File: src/rtl/text_pkg.sv
// Shared types for the text-mode cell fetch: cell layout, fetch FSM states, default geometry.
package text_pkg;

    localparam int COLS_DEFAULT = 80;
    localparam int ROWS_DEFAULT = 60;

    typedef struct packed {
        logic [7:0] attr;
        logic [7:0] chr;
    } cell_t;

    typedef enum logic [1:0] {
        ST_IDLE,
        ST_REQ,
        ST_DRAIN
    } fetch_state_t;

endpackage

File: src/rtl/text_row_buf.sv
// Ping-pong pair of character-row buffers: fetch writes the back half, display reads the front half.
// Latency: write lands at the clock edge; read data is registered, 1 cycle after rd_en.
// Backpressure: none; one write and one read per cycle, swap flips halves at the edge.
module text_row_buf
    import text_pkg::*;
#(
    parameter int COLS = COLS_DEFAULT,
    parameter int COLW = $clog2(COLS)
) (
    input  logic            clk,
    input  logic            reset,
    input  logic            swap,
    input  logic            wr_en,
    input  logic [COLW-1:0] wr_col,
    input  cell_t           wr_cell,
    input  logic            rd_en,
    input  logic [COLW-1:0] rd_col,
    output cell_t           rd_cell,
    output logic            front
);

    localparam int AW = $clog2(2 * COLS);

    cell_t          mem [2*COLS];
    logic [AW-1:0]  wr_idx;
    logic [AW-1:0]  rd_idx;

    // Half 0 occupies entries 0..COLS-1, half 1 the upper COLS entries.
    assign wr_idx = front ? AW'(wr_col) : AW'(wr_col) + AW'(COLS);
    assign rd_idx = front ? AW'(rd_col) + AW'(COLS) : AW'(rd_col);

    always_ff @(posedge clk) begin
        if (wr_en) begin
            mem[wr_idx] <= wr_cell;
        end
    end

    always_ff @(posedge clk) begin
        if (reset) begin
            front   <= 1'b0;
            rd_cell <= '0;
        end else begin
            if (swap) begin
                front <= ~front;
            end
            if (rd_en) begin
                rd_cell <= mem[rd_idx];
            end
        end
    end

endmodule

File: src/rtl/text_fetch.sv
// Text-mode cell fetch: prefetches each character row from VRAM into a ping-pong buffer; TEXT_FETCH_SCROLL_EN adds scroll_row_i.
// Latency: first VRAM request 1 cycle after frame_i/line_i trigger; display cell lookup 1 cycle.
// Backpressure: none; VRAM accepts one read per cycle and returns data a fixed READ_LAT later.
module text_fetch
    import text_pkg::*;
#(
    parameter int          COLS      = COLS_DEFAULT,
    parameter int          ROWS      = ROWS_DEFAULT,
    parameter logic [15:0] BASE_ADDR = 16'h0000,
    parameter int          READ_LAT  = 1,
    parameter int          CORDW     = 16
) (
    input  logic                    clk,
    input  logic                    reset_i,
    input  logic signed [CORDW-1:0] sx_i,
    input  logic signed [CORDW-1:0] sy_i,
    input  logic                    de_i,
    input  logic                    line_i,
    input  logic                    frame_i,
`ifdef TEXT_FETCH_SCROLL_EN
    input  logic [7:0]              scroll_row_i,
`endif
    output logic                    vram_sel_o,
    output logic                    vram_wr_o,
    output logic [3:0]              vram_mask_o,
    output logic [15:0]             vram_addr_o,
    input  logic [15:0]             vram_data_in_i,
    output logic [15:0]             vram_data_out_o,
    output logic [7:0]              cell_char_o,
    output logic [7:0]              cell_attr_o,
    output logic                    cell_valid_o,
    output logic [2:0]              glyph_row_o,
    output logic                    underrun_o
);

    localparam int COLW = $clog2(COLS);
    localparam int TAGW = 3;
    localparam int LATW = $clog2(READ_LAT + 1);

    typedef struct packed {
        logic            vld;
        logic [TAGW-1:0] tag;
        logic [COLW-1:0] col;
    } pend_t;

    fetch_state_t    state;
    logic [COLW-1:0] col;
    logic [LATW-1:0] drain_cnt;
    logic [TAGW-1:0] tag;
    pend_t           pipe [READ_LAT];

    logic [CORDW-1:0] sx_u, sy_u, sx_col, char_row;
    logic             swap, line_start, start, busy, rd_en, wr_en;
    logic [15:0]      next_row, fetch_row, row_addr;
    cell_t            rd_cell;

    assign vram_wr_o       = 1'b0;
    assign vram_mask_o     = 4'hF;
    assign vram_data_out_o = 16'h0000;

    assign sx_u     = sx_i;
    assign sy_u     = sy_i;
    assign sx_col   = sx_u >> 3;
    assign char_row = sy_u >> 3;

    assign swap       = line_i && !sy_i[CORDW-1] && (sy_u < CORDW'(ROWS * 8)) && (sy_u[2:0] == 3'd0);
    assign line_start = swap && (char_row + CORDW'(1) < CORDW'(ROWS));
    assign start      = frame_i || line_start;
    assign busy       = (state != ST_IDLE);
    assign next_row   = frame_i ? 16'd0 : 16'(char_row + CORDW'(1));

`ifdef TEXT_FETCH_SCROLL_EN
    logic [15:0] scroll_q, scroll_now, row_sum;

    // The frame's scroll value must already apply to the row 0 fetch launched by frame_i itself.
    assign scroll_now = frame_i ? (16'(scroll_row_i) % 16'(ROWS)) : scroll_q;
    assign row_sum    = next_row + scroll_now;
    assign fetch_row  = (row_sum >= 16'(ROWS)) ? row_sum - 16'(ROWS) : row_sum;

    always_ff @(posedge clk) begin
        if (reset_i) begin
            scroll_q <= '0;
        end else if (frame_i) begin
            scroll_q <= scroll_now;
        end
    end
`else
    assign fetch_row = next_row;
`endif

    assign row_addr = BASE_ADDR + 16'(fetch_row * 16'(COLS));

    always_ff @(posedge clk) begin
        if (reset_i) begin
            state       <= ST_IDLE;
            col         <= '0;
            drain_cnt   <= '0;
            tag         <= '0;
            vram_sel_o  <= 1'b0;
            vram_addr_o <= 16'h0000;
            underrun_o  <= 1'b0;
        end else begin
            if (swap && busy) begin
                underrun_o <= 1'b1;
            end
            // A new trigger always wins; bumping the tag orphans any reads still in flight.
            if (start) begin
                state       <= ST_REQ;
                col         <= '0;
                tag         <= tag + TAGW'(1);
                vram_sel_o  <= 1'b1;
                vram_addr_o <= row_addr;
            end else if (swap && busy) begin
                state      <= ST_IDLE;
                tag        <= tag + TAGW'(1);
                vram_sel_o <= 1'b0;
            end else begin
                case (state)
                    ST_IDLE: begin
                        vram_sel_o <= 1'b0;
                    end
                    ST_REQ: begin
                        if (col == COLW'(COLS - 1)) begin
                            state      <= ST_DRAIN;
                            vram_sel_o <= 1'b0;
                            drain_cnt  <= '0;
                        end else begin
                            col         <= col + COLW'(1);
                            vram_addr_o <= vram_addr_o + 16'd1;
                            vram_sel_o  <= 1'b1;
                        end
                    end
                    ST_DRAIN: begin
                        if (drain_cnt == LATW'(READ_LAT - 1)) begin
                            state <= ST_IDLE;
                        end else begin
                            drain_cnt <= drain_cnt + LATW'(1);
                        end
                    end
                    default: begin
                        state      <= ST_IDLE;
                        vram_sel_o <= 1'b0;
                    end
                endcase
            end
        end
    end

    // Each slot rides alongside its read so the returning word knows its column and fetch.
    always_ff @(posedge clk) begin
        if (reset_i) begin
            for (int i = 0; i < READ_LAT; i++) begin
                pipe[i] <= '0;
            end
        end else begin
            pipe[0] <= '{vld: vram_sel_o, tag: tag, col: col};
            for (int i = 1; i < READ_LAT; i++) begin
                pipe[i] <= pipe[i-1];
            end
        end
    end

    assign wr_en = pipe[READ_LAT-1].vld && (pipe[READ_LAT-1].tag == tag) && !reset_i;
    assign rd_en = de_i && !sx_i[CORDW-1] && (sx_col < CORDW'(COLS));

    text_row_buf #(
        .COLS (COLS),
        .COLW (COLW)
    ) u_row_buf (
        .clk     (clk),
        .reset   (reset_i),
        .swap    (swap),
        .wr_en   (wr_en),
        .wr_col  (pipe[READ_LAT-1].col),
        .wr_cell (cell_t'(vram_data_in_i)),
        .rd_en   (rd_en),
        .rd_col  (COLW'(sx_col)),
        .rd_cell (rd_cell),
        .front   ()
    );

    assign cell_char_o = rd_cell.chr;
    assign cell_attr_o = rd_cell.attr;

    always_ff @(posedge clk) begin
        if (reset_i) begin
            cell_valid_o <= 1'b0;
            glyph_row_o  <= 3'd0;
        end else begin
            cell_valid_o <= de_i;
            glyph_row_o  <= sy_i[2:0];
        end
    end

endmodule

File: config.mk
export PLATFORM = sky130hd
export DESIGN_NAME = text_fetch
export DESIGN_NICKNAME = d
export VERILOG_FILES = /design/src/rtl/text_pkg.sv /design/src/rtl/text_row_buf.sv /design/src/rtl/text_fetch.sv
export SDC_FILE = /design/constraint.sdc
export NUM_CORES = 2
export LEC_CHECK = 0
export ABC_CLOCK_PERIOD_IN_PS = 5300
export BUFFER_PORTS_ARGS = -buffer_cell sky130_fd_sc_hd__buf_4
export CELL_PAD_IN_SITES_DETAIL_PLACEMENT = 0
export CELL_PAD_IN_SITES_GLOBAL_PLACEMENT = 1
export CORE_ASPECT_RATIO = 1.5
export CORE_MARGIN = 1
export CORE_UTILIZATION = 50
export DETAILED_ROUTE_END_ITERATION = 10
export HOLD_SLACK_MARGIN = 0.1
export PLACE_DENSITY_LB_ADDON = 0.1
export RECOVER_POWER = 50
export SLEW_MARGIN = 25
export SYNTH_ARGS = -nofsm -noshare
export SYNTH_HDL_FRONTEND = slang
export SYNTH_SLANG_ARGS = --single-unit
File: constraint.sdc
create_clock -name clk -period 5.3 [get_ports clk]
set_input_delay 0.53 -clock clk [delete_from_list [all_inputs] [get_ports clk]]
set_output_delay 0.53 -clock clk [all_outputs]
set_load 0.1 [all_outputs]
==> impl_metrics.env <==
export IMPL_num_vias=47800
export IMPL_clk_pin_slew_worst_paths_ns=0.06
export IMPL_antenna_found_initial=12
export IMPL_grt_max_degree=146
export IMPL_dp_cells=7262
export IMPL_leakage_nw=35.7
export IMPL_postSynth_asyncResetShare_pct=0
export IMPL_overflow=0
export IMPL_reg2reg_from="u_row_buf.front"
export IMPL_failed_checks="DRC, capacitance limit, slew limit"
export IMPL_synth_top_cell_area_share_pct=75.7
export IMPL_yosys_warnings=0
export IMPL_hold_viol=0
export IMPL_drt_initial_drc_count=4710
export IMPL_timing_final_crit_share_pct=81.2
export IMPL_start_util_pct=50.3
export IMPL_power_internal_mw=32.6
export IMPL_power_density_nw_per_um2=362
export IMPL_cts_buffers=240
export IMPL_die_area_um2=205000
export IMPL_synth_cells=4481
export IMPL_final_common_cell="edfxtp_1"
export IMPL_clock_sinks=2622
export IMPL_setup_viol=0
export IMPL_insertion_delay_ns=0.89
export IMPL_drc_errors=14
export IMPL_slew_viol_final=1616
export IMPL_fin_nets=4945
export IMPL_coreArea_um2=202000
export IMPL_port_buffers=87
export IMPL_syn_area_per_cell_um2=22.7
export IMPL_path_class="primary input to register"
export IMPL_pwr_share_clk_pct=39.8
export IMPL_slew_headroom_pct=-198
export IMPL_gp_congestion=0.829
export IMPL_endpoint_kind="register"
export IMPL_cp_start_kind="primary input"
export IMPL_io_pins=112
export IMPL_routed_wire_length_per_instance_um=34.0
export IMPL_worst_path_max_fanout=35
export IMPL_crit_path_start="reset_i"
export IMPL_grt_pass1_wl_um=372000
export IMPL_max_slew_worst_pin_slew_ns=4.46
export IMPL_synth_seq_cells=2622
export IMPL_clockRootBuffer="clkbuf_16"
export IMPL_p_switching_mw=8.74
export IMPL_rows=202
export IMPL_final_cells=7715
export IMPL_dieHeight_um=554
export IMPL_drive_gt1_share_pct=29.8
export IMPL_first_pass_iters=9
export IMPL_fin_skew_ns=0.0406
export IMPL_netSwitchingFraction_pct=21.1
export IMPL_utilization_pct=56.6
export IMPL_wirelength_um=262000
export IMPL_viasPerCell=6.19
export IMPL_synth_top_cell_by_area="edfxtp_1"
export IMPL_rr_endpoint="u_row_buf.rd_cell[4]"
export IMPL_grt_use_total_pct=26.0
export IMPL_final_antenna_net_count=0
export IMPL_ys_seq_area_share_pct=76.9
export IMPL_critPathRequiredTime_ns=5.83
export IMPL_fmax_ghz=0.232
export IMPL_grt_pass1_vias=49500
export IMPL_fillerInstances=15000
export IMPL_cap_violations=26
export IMPL_hold_class="primary input to register"
export IMPL_synth_area_top_cells="edfxtp_1 76%, mux4_2 17%, dfxtp_1 1.2%"
export IMPL_rrSetupSlack_ns=1.41
export IMPL_layout_common_cells="2560 x edfxtp_1, 763 x mux4_2, 278 x buf_4"
export IMPL_cts_tree="built"
export IMPL_h_tree_depth=4
export IMPL_cp_arrival_ns=4.83
export IMPL_ys_types=65
export IMPL_die_width_um=370
export IMPL_grt_setup_unrepaired="no"
export IMPL_tns_ns=0
export IMPL_synth_edf_count=2560
export IMPL_status="finished, violations left"
export IMPL_area_growth_pct=12.5
export IMPL_synth_ff_type="edfxtp_1"
export IMPL_r2r_cells=6
export IMPL_hpwl_um=157000
export IMPL_ir_worst_vdd_mv=0.336
export IMPL_clockBufferDepth=4
export IMPL_period_minus_slack_ns=4.31
export IMPL_combPwrFrac_pct=5.0
export IMPL_seqPwrFrac_pct=55.1
export IMPL_syn_cell_area_um2=102000
export IMPL_critPathCapture="u_row_buf.mem[92][4]"
[area by class of cell]
class	instances	area, um^2	share of cell area [%]
Inverter	13	48.8	0.0427
Clock buffer	312	6400	5.61
Sequential cell	2622	78100	68.4
Multi-Input combinational cell	1610	22400	19.6
Antenna cell	4	10.0	0.00876
Timing Repair Buffer	381	3040	2.66
Tap cell	2652	3320	2.91
Clock inverter	121	872	0.764
[per-stage QoR]
| step | hold slack (ns) | cell area [um^2] | worst slack (ns) | power [mW] |
|---|---|---|---|---|
| detailed placement | 0.475 | 107000 | 1.28 | 25.3 |
| CTS | 0.132 | 114000 | 1.60 | 41.7 |
| floorplan | 0.462 | 102000 | 1.92 | 24.4 |
| finish | 0.201 | 114000 | 0.994 | 41.4 |
| global placement | 0.459 | 107000 | 1.19 | 25.3 |
| global route | 0.168 | 114000 | 0.748 | 42.5 |
[cells by family after synthesis]
logic type      count (synthesis)  share of synthesized area (%)
compound gates                162                           1.09
xor+xnor                       42                          0.370
fa+ha+maj                      24                          0.303
buf+inv                       268                           1.42
flops                        2622                           76.9
mux                           819                           17.5
other cells                     2                        0.00740
simple gates                  542                           2.40
[per-layer routing]
layer	track usage, %	share of wire, %
met1	34.2	39
met2	44.8	52
met3	3.57	5.6
met4	8.03	3.3
met5	0	0.0038
[critical path, cell delays in order]
cell and delay [ns]:
dlygate4sd3_1 0.54, clkbuf_1 0.72, nand2b_1 0.41, nor4_1 0.54, nor3b_1 0.50, nand3_1 0.85, nor2_1 0.31, buf_4 0.39
[worst min path at each step]
stage	end	cells after the start	start
finish	vram_addr_o[4]	4	sy_i[3]
global route	vram_addr_o[4]	4	sy_i[3]
CTS	u_row_buf.mem[13][10]	1	vram_data_in_i[10]
detailed placement	u_row_buf.rd_cell[2]	1	u_row_buf.rd_cell[2]
global placement	u_row_buf.rd_cell[7]	1	u_row_buf.rd_cell[7]
floorplan	col[1]	2	col[1]
[cell usage after synthesis, types with 6 or more instances]
library cell	instances
buf_6	15
or3_1	8
nand2_1	155
buf_2	65
xnor2_1	17
ha_1	23
a32o_1	10
edfxtp_1	2560
a31oi_1	6
mux2i_1	54
nor2b_1	24
nand3_1	43
o22ai_1	27
xor2_1	24
o211ai_1	11
o21ai_0	21
and3_1	7
a21oi_1	38
inv_1	12
dfxtp_1	62
nor2_1	218
mux4_2	763
clkbuf_1	93
nor3_1	14
nor4_1	13
a32oi_1	7
nand4_1	26
buf_4	64
buf_1	18
and4_1	6
[sequential cells by signal, summed over array words and instances (netlist names), 2 cells and up]
name / flops
tag: 3
col: 7
pipe: 11
glyph_row_o: 3
vram_addr_o: 16
state: 2
u_row_buf.rd_cell: 16
u_row_buf.mem: 2560
[what timing repair did]
item / 4_1_cts / 5_1_grt
setup buffers: 0 / 0
endpoints found under the hold margin: 60 / 0
hold buffers: 14 / 0
gates resized for setup: 0 / 0
[power by group through the flow]
stage	clock, mW	sequential, mW	combinational, mW
3_3_place_gp	0	23.2	2.10
3_5_place_dp	0	23.2	2.13
4_1_cts	16.8	22.8	2.14
2_1_floorplan	0	23.3	1.16
5_1_grt	17.5	22.8	2.20
6_report	16.5	22.8	2.08
(Power assumes the default switching activity.)
